### src/rtl/img_stream_loader.sv
// img_stream_loader
// Accepts an 8-bit pixel stream over valid/ready and writes it row-major into
// the shared single-port BRAM starting at a programmable base address.
// It pulses load_done when the frame is complete, and it flags framing errors
// and illegal image dimensions.
// Optional build macro: LOADER_BINARIZE_EN. When it is defined, each pixel is
// thresholded against THRESH to 8'h00 or 8'hFF before it is written.

module img_stream_loader #(
    parameter int                ADDR_W  = 17,
    parameter int                DATA_W  = 8,
    parameter int                MAX_DIM = 256,
    parameter logic [DATA_W-1:0] THRESH  = 8'h80
) (
    input  logic              clk,
    input  logic              rst_n,
    input  logic [8:0]        img_dim,
    input  logic [ADDR_W-1:0] in_img_start_addr,
    input  logic              start,
    input  logic [DATA_W-1:0] s_tdata,
    input  logic              s_tvalid,
    output logic              s_tready,
    input  logic              s_tlast,
    output logic              enb,
    output logic              web,
    output logic [DATA_W-1:0] wdata,
    output logic [ADDR_W-1:0] addr,
    output logic              busy,
    output logic              load_done,
    output logic              err_tlast,
    output logic              err_dim
);

    // CHECK is the cycle after start in which the latched dimension is
    // validated. Because of it, a rejected or empty frame reports load_done
    // two cycles after start.
    typedef enum logic [1:0] {
        ST_IDLE,
        ST_CHECK,
        ST_LOAD,
        ST_DONE
    } state_t;

    state_t              state_q, state_d;
    logic [8:0]          dim_q, dim_d;
    logic [ADDR_W-1:0]   base_q, base_d;
    logic [16:0]         total_q, total_d;
    logic [16:0]         idx_q, idx_d;
    logic                enb_q, enb_d;
    logic                web_q, web_d;
    logic [DATA_W-1:0]   wdata_q, wdata_d;
    logic [ADDR_W-1:0]   addr_q, addr_d;
    logic                err_tlast_q, err_tlast_d;
    logic                err_dim_q, err_dim_d;

    logic                accept;
    logic                last_pix;
    logic [DATA_W-1:0]   pix_val;

`ifdef LOADER_BINARIZE_EN
    assign pix_val = (s_tdata >= THRESH) ? {DATA_W{1'b1}} : {DATA_W{1'b0}};
`else
    logic unused_thresh;
    assign unused_thresh = ^THRESH;
    assign pix_val       = s_tdata;
`endif

    assign s_tready  = (state_q == ST_LOAD);
    assign busy      = (state_q == ST_CHECK) || (state_q == ST_LOAD);
    assign load_done = (state_q == ST_DONE);
    assign accept    = s_tvalid && s_tready;
    assign last_pix  = (idx_q == (total_q - 17'd1));

    assign enb       = enb_q;
    assign web       = web_q;
    assign wdata     = wdata_q;
    assign addr      = addr_q;
    assign err_tlast = err_tlast_q;
    assign err_dim   = err_dim_q;

    // Next-state, counters, registered BRAM drive and error flags.
    always_comb begin
        // NOTE: every variable gets a default first so that no path leaves one
        // unassigned. An unassigned path would infer a latch.
        state_d     = state_q;
        dim_d       = dim_q;
        base_d      = base_q;
        total_d     = total_q;
        idx_d       = idx_q;
        enb_d       = 1'b0;
        web_d       = 1'b0;
        wdata_d     = wdata_q;
        addr_d      = addr_q;
        err_tlast_d = err_tlast_q;
        err_dim_d   = err_dim_q;

        case (state_q)
            ST_IDLE: begin
                if (start) begin
                    dim_d       = img_dim;
                    base_d      = in_img_start_addr;
                    err_tlast_d = 1'b0;
                    err_dim_d   = 1'b0;
                    state_d     = ST_CHECK;
                end
            end
            ST_CHECK: begin
                idx_d = '0;
                if (dim_q == 9'd0) begin
                    state_d = ST_DONE;
                end else if (dim_q > 9'(MAX_DIM)) begin
                    err_dim_d = 1'b1;
                    state_d   = ST_DONE;
                end else begin
                    total_d = 17'(dim_q) * 17'(dim_q);
                    state_d = ST_LOAD;
                end
            end
            ST_LOAD: begin
                if (accept) begin
                    enb_d   = 1'b1;
                    web_d   = 1'b1;
                    addr_d  = base_q + ADDR_W'(idx_q);
                    wdata_d = pix_val;
                    idx_d   = idx_q + 17'd1;
                    if (last_pix) begin
                        if (!s_tlast) err_tlast_d = 1'b1;
                        state_d = ST_DONE;
                    end else if (s_tlast) begin
                        err_tlast_d = 1'b1;
                        state_d     = ST_DONE;
                    end
                end
            end
            ST_DONE: state_d = ST_IDLE;
            default: state_d = ST_IDLE;
        endcase
    end

    // State and datapath registers, cleared asynchronously.
    always_ff @(posedge clk or negedge rst_n) begin
        if (!rst_n) begin
            state_q     <= ST_IDLE;
            dim_q       <= '0;
            base_q      <= '0;
            total_q     <= '0;
            idx_q       <= '0;
            enb_q       <= 1'b0;
            web_q       <= 1'b0;
            wdata_q     <= '0;
            addr_q      <= '0;
            err_tlast_q <= 1'b0;
            err_dim_q   <= 1'b0;
        end else begin
            // NOTE: sequential state is written with non-blocking assignments
            // so that every flop samples values from before the clock edge.
            state_q     <= state_d;
            dim_q       <= dim_d;
            base_q      <= base_d;
            total_q     <= total_d;
            idx_q       <= idx_d;
            enb_q       <= enb_d;
            web_q       <= web_d;
            wdata_q     <= wdata_d;
            addr_q      <= addr_d;
            err_tlast_q <= err_tlast_d;
            err_dim_q   <= err_dim_d;
        end
    end

endmodule

### config.mk
export PLATFORM = sky130hd
export DESIGN_NAME = img_stream_loader
export DESIGN_NICKNAME = d
export VERILOG_FILES = /design/src/rtl/img_stream_loader.sv
export SDC_FILE = /design/constraint.sdc
export NUM_CORES = 1
export LEC_CHECK = 0
export CAP_MARGIN = 10
export CORE_MARGIN = 8
export CORE_UTILIZATION = 45
export DETAILED_ROUTE_END_ITERATION = 8
export PLACE_DENSITY_LB_ADDON = 0.12
export SYNTH_ARGS = -nofsm -noshare
export SYNTH_HDL_FRONTEND = slang
export SYNTH_SLANG_ARGS = --single-unit
### constraint.sdc
create_clock -name clk -period 6.2 [get_ports clk]
set_input_delay 0.93 -clock clk [delete_from_list [all_inputs] [get_ports clk]]
set_output_delay 0.93 -clock clk [all_outputs]
set_load 0.005 [all_outputs]
---- After elaboration in Yosys (flattened, before gate mapping) ----
Index checks and enable logic that the tools add are counted.
word-level totals
  register bits ........................... 90
  input port bits ......................... 39
  output and inout bits ................... 32
  logic and storage cells ................. 61
cells by class
  add/sub/neg operators ................... 3
  $mul .................................... 1
  $lt $le $gt $ge ......................... 1
  equality and inequality tests ........... 10
  multiplexer cells ....................... 20
  bitwise operators ....................... 2
  reduce and logical (&&, ||, !) cells .... 14
operators by type and width
  cell                                                   number
  one-hot mux 17 bit (2 select lines)                    1
  adder 17 x 1 -> 17 bit, second input constant          1
  adder 17 bit                                           1
  equality test 17 bit                                   1
  multiplier 9 x 9 -> 17 bit                             1
  two-way mux 17 bit                                     1
  subtractor 17 x 1 -> 17 bit, second input constant     1
  two-way mux 1 bit                                      11
  > comparator 9 bit, second input constant              1
  logical NOT 9 bit                                      1
  two-way mux 2 bit                                      4
  one-hot mux 2 bit (4 select lines)                     1
  AND reduction 2 bit                                    3
  AND reduction 3 bit                                    2
  nonzero test 2 bit                                     3
  AND reduction 5 bit                                    1
  equality test 2 bit, second input constant             2
  inequality test 2 x 1 -> 1 bit, second input constant  2
  inequality test 2 bit, second input constant           2
  one-hot mux 1 bit (2 select lines)                     2
  AND reduction 4 bit                                    1
  inequality test 3 x 1 -> 1 bit, second input constant  1
  inequality test 3 bit, second input constant           1
  equality test 2 x 1 -> 1 bit, second input constant    1
  4 further kinds                                        5

---- Logic depth before layout (Yosys ltp) ----
  depth after elaboration ................. 5
  mapped depth ............................ 18
  mapped depth without buffers ............ 17

---- Worst setup path after synthesis ----
No wires, ideal clock.
  path kind ............................... register -> register
  start ................................... reg dim_q[6]
  end ..................................... reg total_q[16]
  setup time .............................. 0.096 ns
  arrival ................................. 4.572 ns
  data required time ...................... 6.104 ns
  slack ................................... 1.532 ns
  stages on the path, launching flop included .. 18
  path buffers ............................ 1
  clock period less this slack ............ 4.668 ns
  cells stage by stage .................... dfrtp_1 > clkbuf_1 > and2_1 > inv_1 > fa_1 > inv_1 > fa_1 > inv_1 > fa_1 > fa_1 > inv_1 > ha_1 > o21a_1 > o21ai_0 > a2111oi_0 > o31ai_1 > and3_1 > o31ai_1
between the ends
  cells in the longest elaborated chain, start to end .. 3
  elaborated cells between the ends (all ways) .. 6
  those cells by class .................... 1 x mul; 1 x order compare; 2 x bitwise; 2 x reduce/logical
RTL lines
  item                                                                                line  source
  start, declared                                                                     45    logic [8:0] dim_q, dim_d;
  start signal, assigned                                                              158   dim_q <= dim_d;
  parallel branches: the longest is 3 deep, another holds multiplier 9 x 9 -> 17 bit  --
  end signal, assigned                                                                160   total_q <= total_d;
  end, declared                                                                       47    logic [16:0] total_q, total_d;
Several ways; the timed one is not identified.
A chain may end at the register's enable or synchronous reset.

---- Worst setup path in the final report ----
Same ends and word-level chain as after synthesis.

==> results.cfg <==
[clock_tree]
numCtsBuffers = 9
clock_latency_ns = 0.35
cts_setup_buffers = 0
cts.clk_slew.worst_paths_ns = 0.06
cts_hold_buf = 0
cts-resized-gates = 0
cts_tree = done
cts_max_path_buffers = 2
clkSinkCount = 89
cts_root_buf = clkbuf_16
cts_max_level = 3

[grt]
grt_max_degree = 55
grt_pass1_vias = 5523
grt_use_total = 0.1639
grt-ovfl-total = 0
grt_pass1_wl_mm = 26.74
antenna_found_initial = 0

[sta]
maxSlewHeadroom = 0.4348
drv_slew = 0
clock.fmax_mhz = 197.7
period_minus_slack_ns = 5.059
period_share = 0.8159
hold_viol = 0
final.setup.tns_ns = 0
finalSetupViolCount = 0
skew_ns = 0.007033
rsz0062_at_grt = false
tightest_slew_ns = 0.8458

[route]
dr.pass1.iters = 5
drtIter0Drc = 292
routed_wl_mm = 15.60
wire_per_inst_um = 15.61
vias = 5388
drc = 0
final_antenna_net_count = 0
vias_per_cell = 5.393

[synthesis]
synth_top_area_frac = 0.3189
avgSynthCellArea_um2 = 9.348
synth_cell_type_count = 61
synth_top_cell_by_area = dfrtp_1
synthesis.nets = 878
ys_ff_latch = 89
synthTopCellsByArea = dfrtp_1 32%, ha_1 10%, fa_1 9.7%, nand2_1 4.9%, mux2_2 4.8%
synth.cell_area_mm2 = 0.006983
synth.most_common_cell = nand2_1
synthCells = 747
synthTopCellsByCount = 91 x nand2_1, 89 x dfrtp_1, 82 x inv_1, 58 x ha_1, 46 x o21ai_0
synth_edf_count = 0
ys_async_sr_fraction = 1.000
seq_area_frac_synth = 0.3189
synth_ff_type = dfrtp_1
yosys_warnings = 0

[setup_path]
worstSetupPathType = flop to flop
reg2reg_from = dim_q[6]
crit_chain = and2_1, inv_1, fa_1, inv_1, fa_1, inv_1, fa_1, fa_1, inv_1, ha_1, o21a_1, o21ai_0, a2111oi_0, o31ai_1, and3_1, o31ai_1
slowest_delay_ns = 0.62
endpoint_kind = flop
cp_data_required_time_ns = 6.45
crit_path_start_kind = flop
worstSetupStartpoint = dim_q[6]
critPathMaxFanout = 11
crit_path_top_delay_cell = a2111oi_0
critPathArrivalTime_ns = 5.31

[cells_and_area]
final_nets = 937
drive_above_1_share = 0.08261
regArea_mm2 = 0.002227
diodes = 0
area_delta_synth_final_pct = 16.68
fillers = 1406
multiInputGateArea_mm2 = 0.004342

[floorplanning]
initial_core_util = 0.4593
core-area_mm2 = 0.01520
die_h_um = 140.6
die_x_um = 140.6
fp.dieArea_mm2 = 0.01976
io-pin-count = 71
rows = 45

[hold_path]
min_path_type = flop to flop
min-delay-start = wdata[4]

[run]
max-cap-violations = 0

[placement]
post-dp-hpwl_mm = 12.38
numPortBuffers = 70
routabilityCongestion = 0.8735

[status]
status = finished clean
-- layout make-up --
cell class / instances / area share
clock buffers: 11 / 0.03102
clock inverters: 5 / 0.007678
inverters: 82 / 0.03778
multi-input cells: 551 / 0.5329
flip-flops and latches: 89 / 0.2733
well taps: 188 / 0.02887
repair buffers: 73 / 0.08845
-- per-layer routing --
metal	global-route usage	part of all wire
met5	0	0
met3	0.03883	0.045
met2	0.2602	0.46
met1	0.2199	0.48
met4	0.04468	0.013
-- cell families (layout without fill, tap and decap cells) --
family          Yosys count  in the layout  synth area share
xor+xnor                 50             50           0.06271
compound gates          147            147            0.1376
flops                    89             89            0.3189
simple gates            227            227            0.1638
buf+inv                 107            171           0.05931
mux                      35             35           0.05626
fa+ha+maj                92             92            0.2014
-- registers in the layout, summed over array words and instances, names as in the netlist --
name       cells
wdata          8
idx_q         17
addr          17
web            1
dim_q          9
total_q       16
state_q        2
err_tlast      1
base_q        17
err_dim        1
-- path summary, 6_finish.rpt --
path / slack (ns) / to / cells past startpoint
max in group asynchronous: 4.59 / total_q[2] / 2
min in group asynchronous: 0.53 / addr[12] / 1
min reg2reg: 0.47 / wdata[4] / 2
min: 0.47 / wdata[4] / 2
max: 1.14 / total_q[16] / 16
max reg2reg: 1.14 / total_q[16] / 16
-- through the flow --
stage	hold WS, ns	std cells	worst slack, ns	utilization	instance area (um^2)
after CTS	0.4792	999	1.168	0.5360	8148
after global routing	0.4975	999	0.8870	0.5360	8148
final	0.4737	999	1.141	0.5360	8148
after detailed placement	0.4623	983	1.205	0.5152	7833
after global placement	0.4600	983	1.336	0.5152	7833
after floorplan	0.4673	747	1.532	-	6983
-- critical path, delay by kind of cell (launching register included) --
kind            cells  cell delay (ns)
fa+ha+maj           5             2.45
compound gates      5             1.28
simple gates        2             0.44
buf+inv             4             0.23
flops               1             0.55
-- layout by cell type (no fill, tap or decap), types with 4 or more instances in the layout --
cell type        netlist  layout
nand3_1               16      16
fa_1                  34      34
nand2b_1               8       8
a31oi_1                9       9
clkbuf_16              0       9
a21oi_1               27      27
mux2i_1                4       4
or3_1                  6       6
nor2_1                35      35
nand2_1               91      91
and2_1                21      21
o2111ai_1              5       5
ha_1                  58      58
buf_4                  1       4
nor3_1                 9       9
nor2b_1                6       6
xnor2_1               27      27
dfrtp_1               89      89
mux2_2                30      30
nand4_1                5       5
o21a_1                 5       5
a2111oi_0              4       4
xor2_1                23      23
nor4_1                 5       5
and3_1                 5       5
o31ai_1                9       9
o211ai_1               6       6
inv_1                 82      82
o21ai_0               46      46
a21o_1                14      14
clkdlybuf4s50_1        0      69
Power is left out: the tool's default activity adds up to more than one toggle a clock period on the data nets, which glitch-free logic cannot reach.
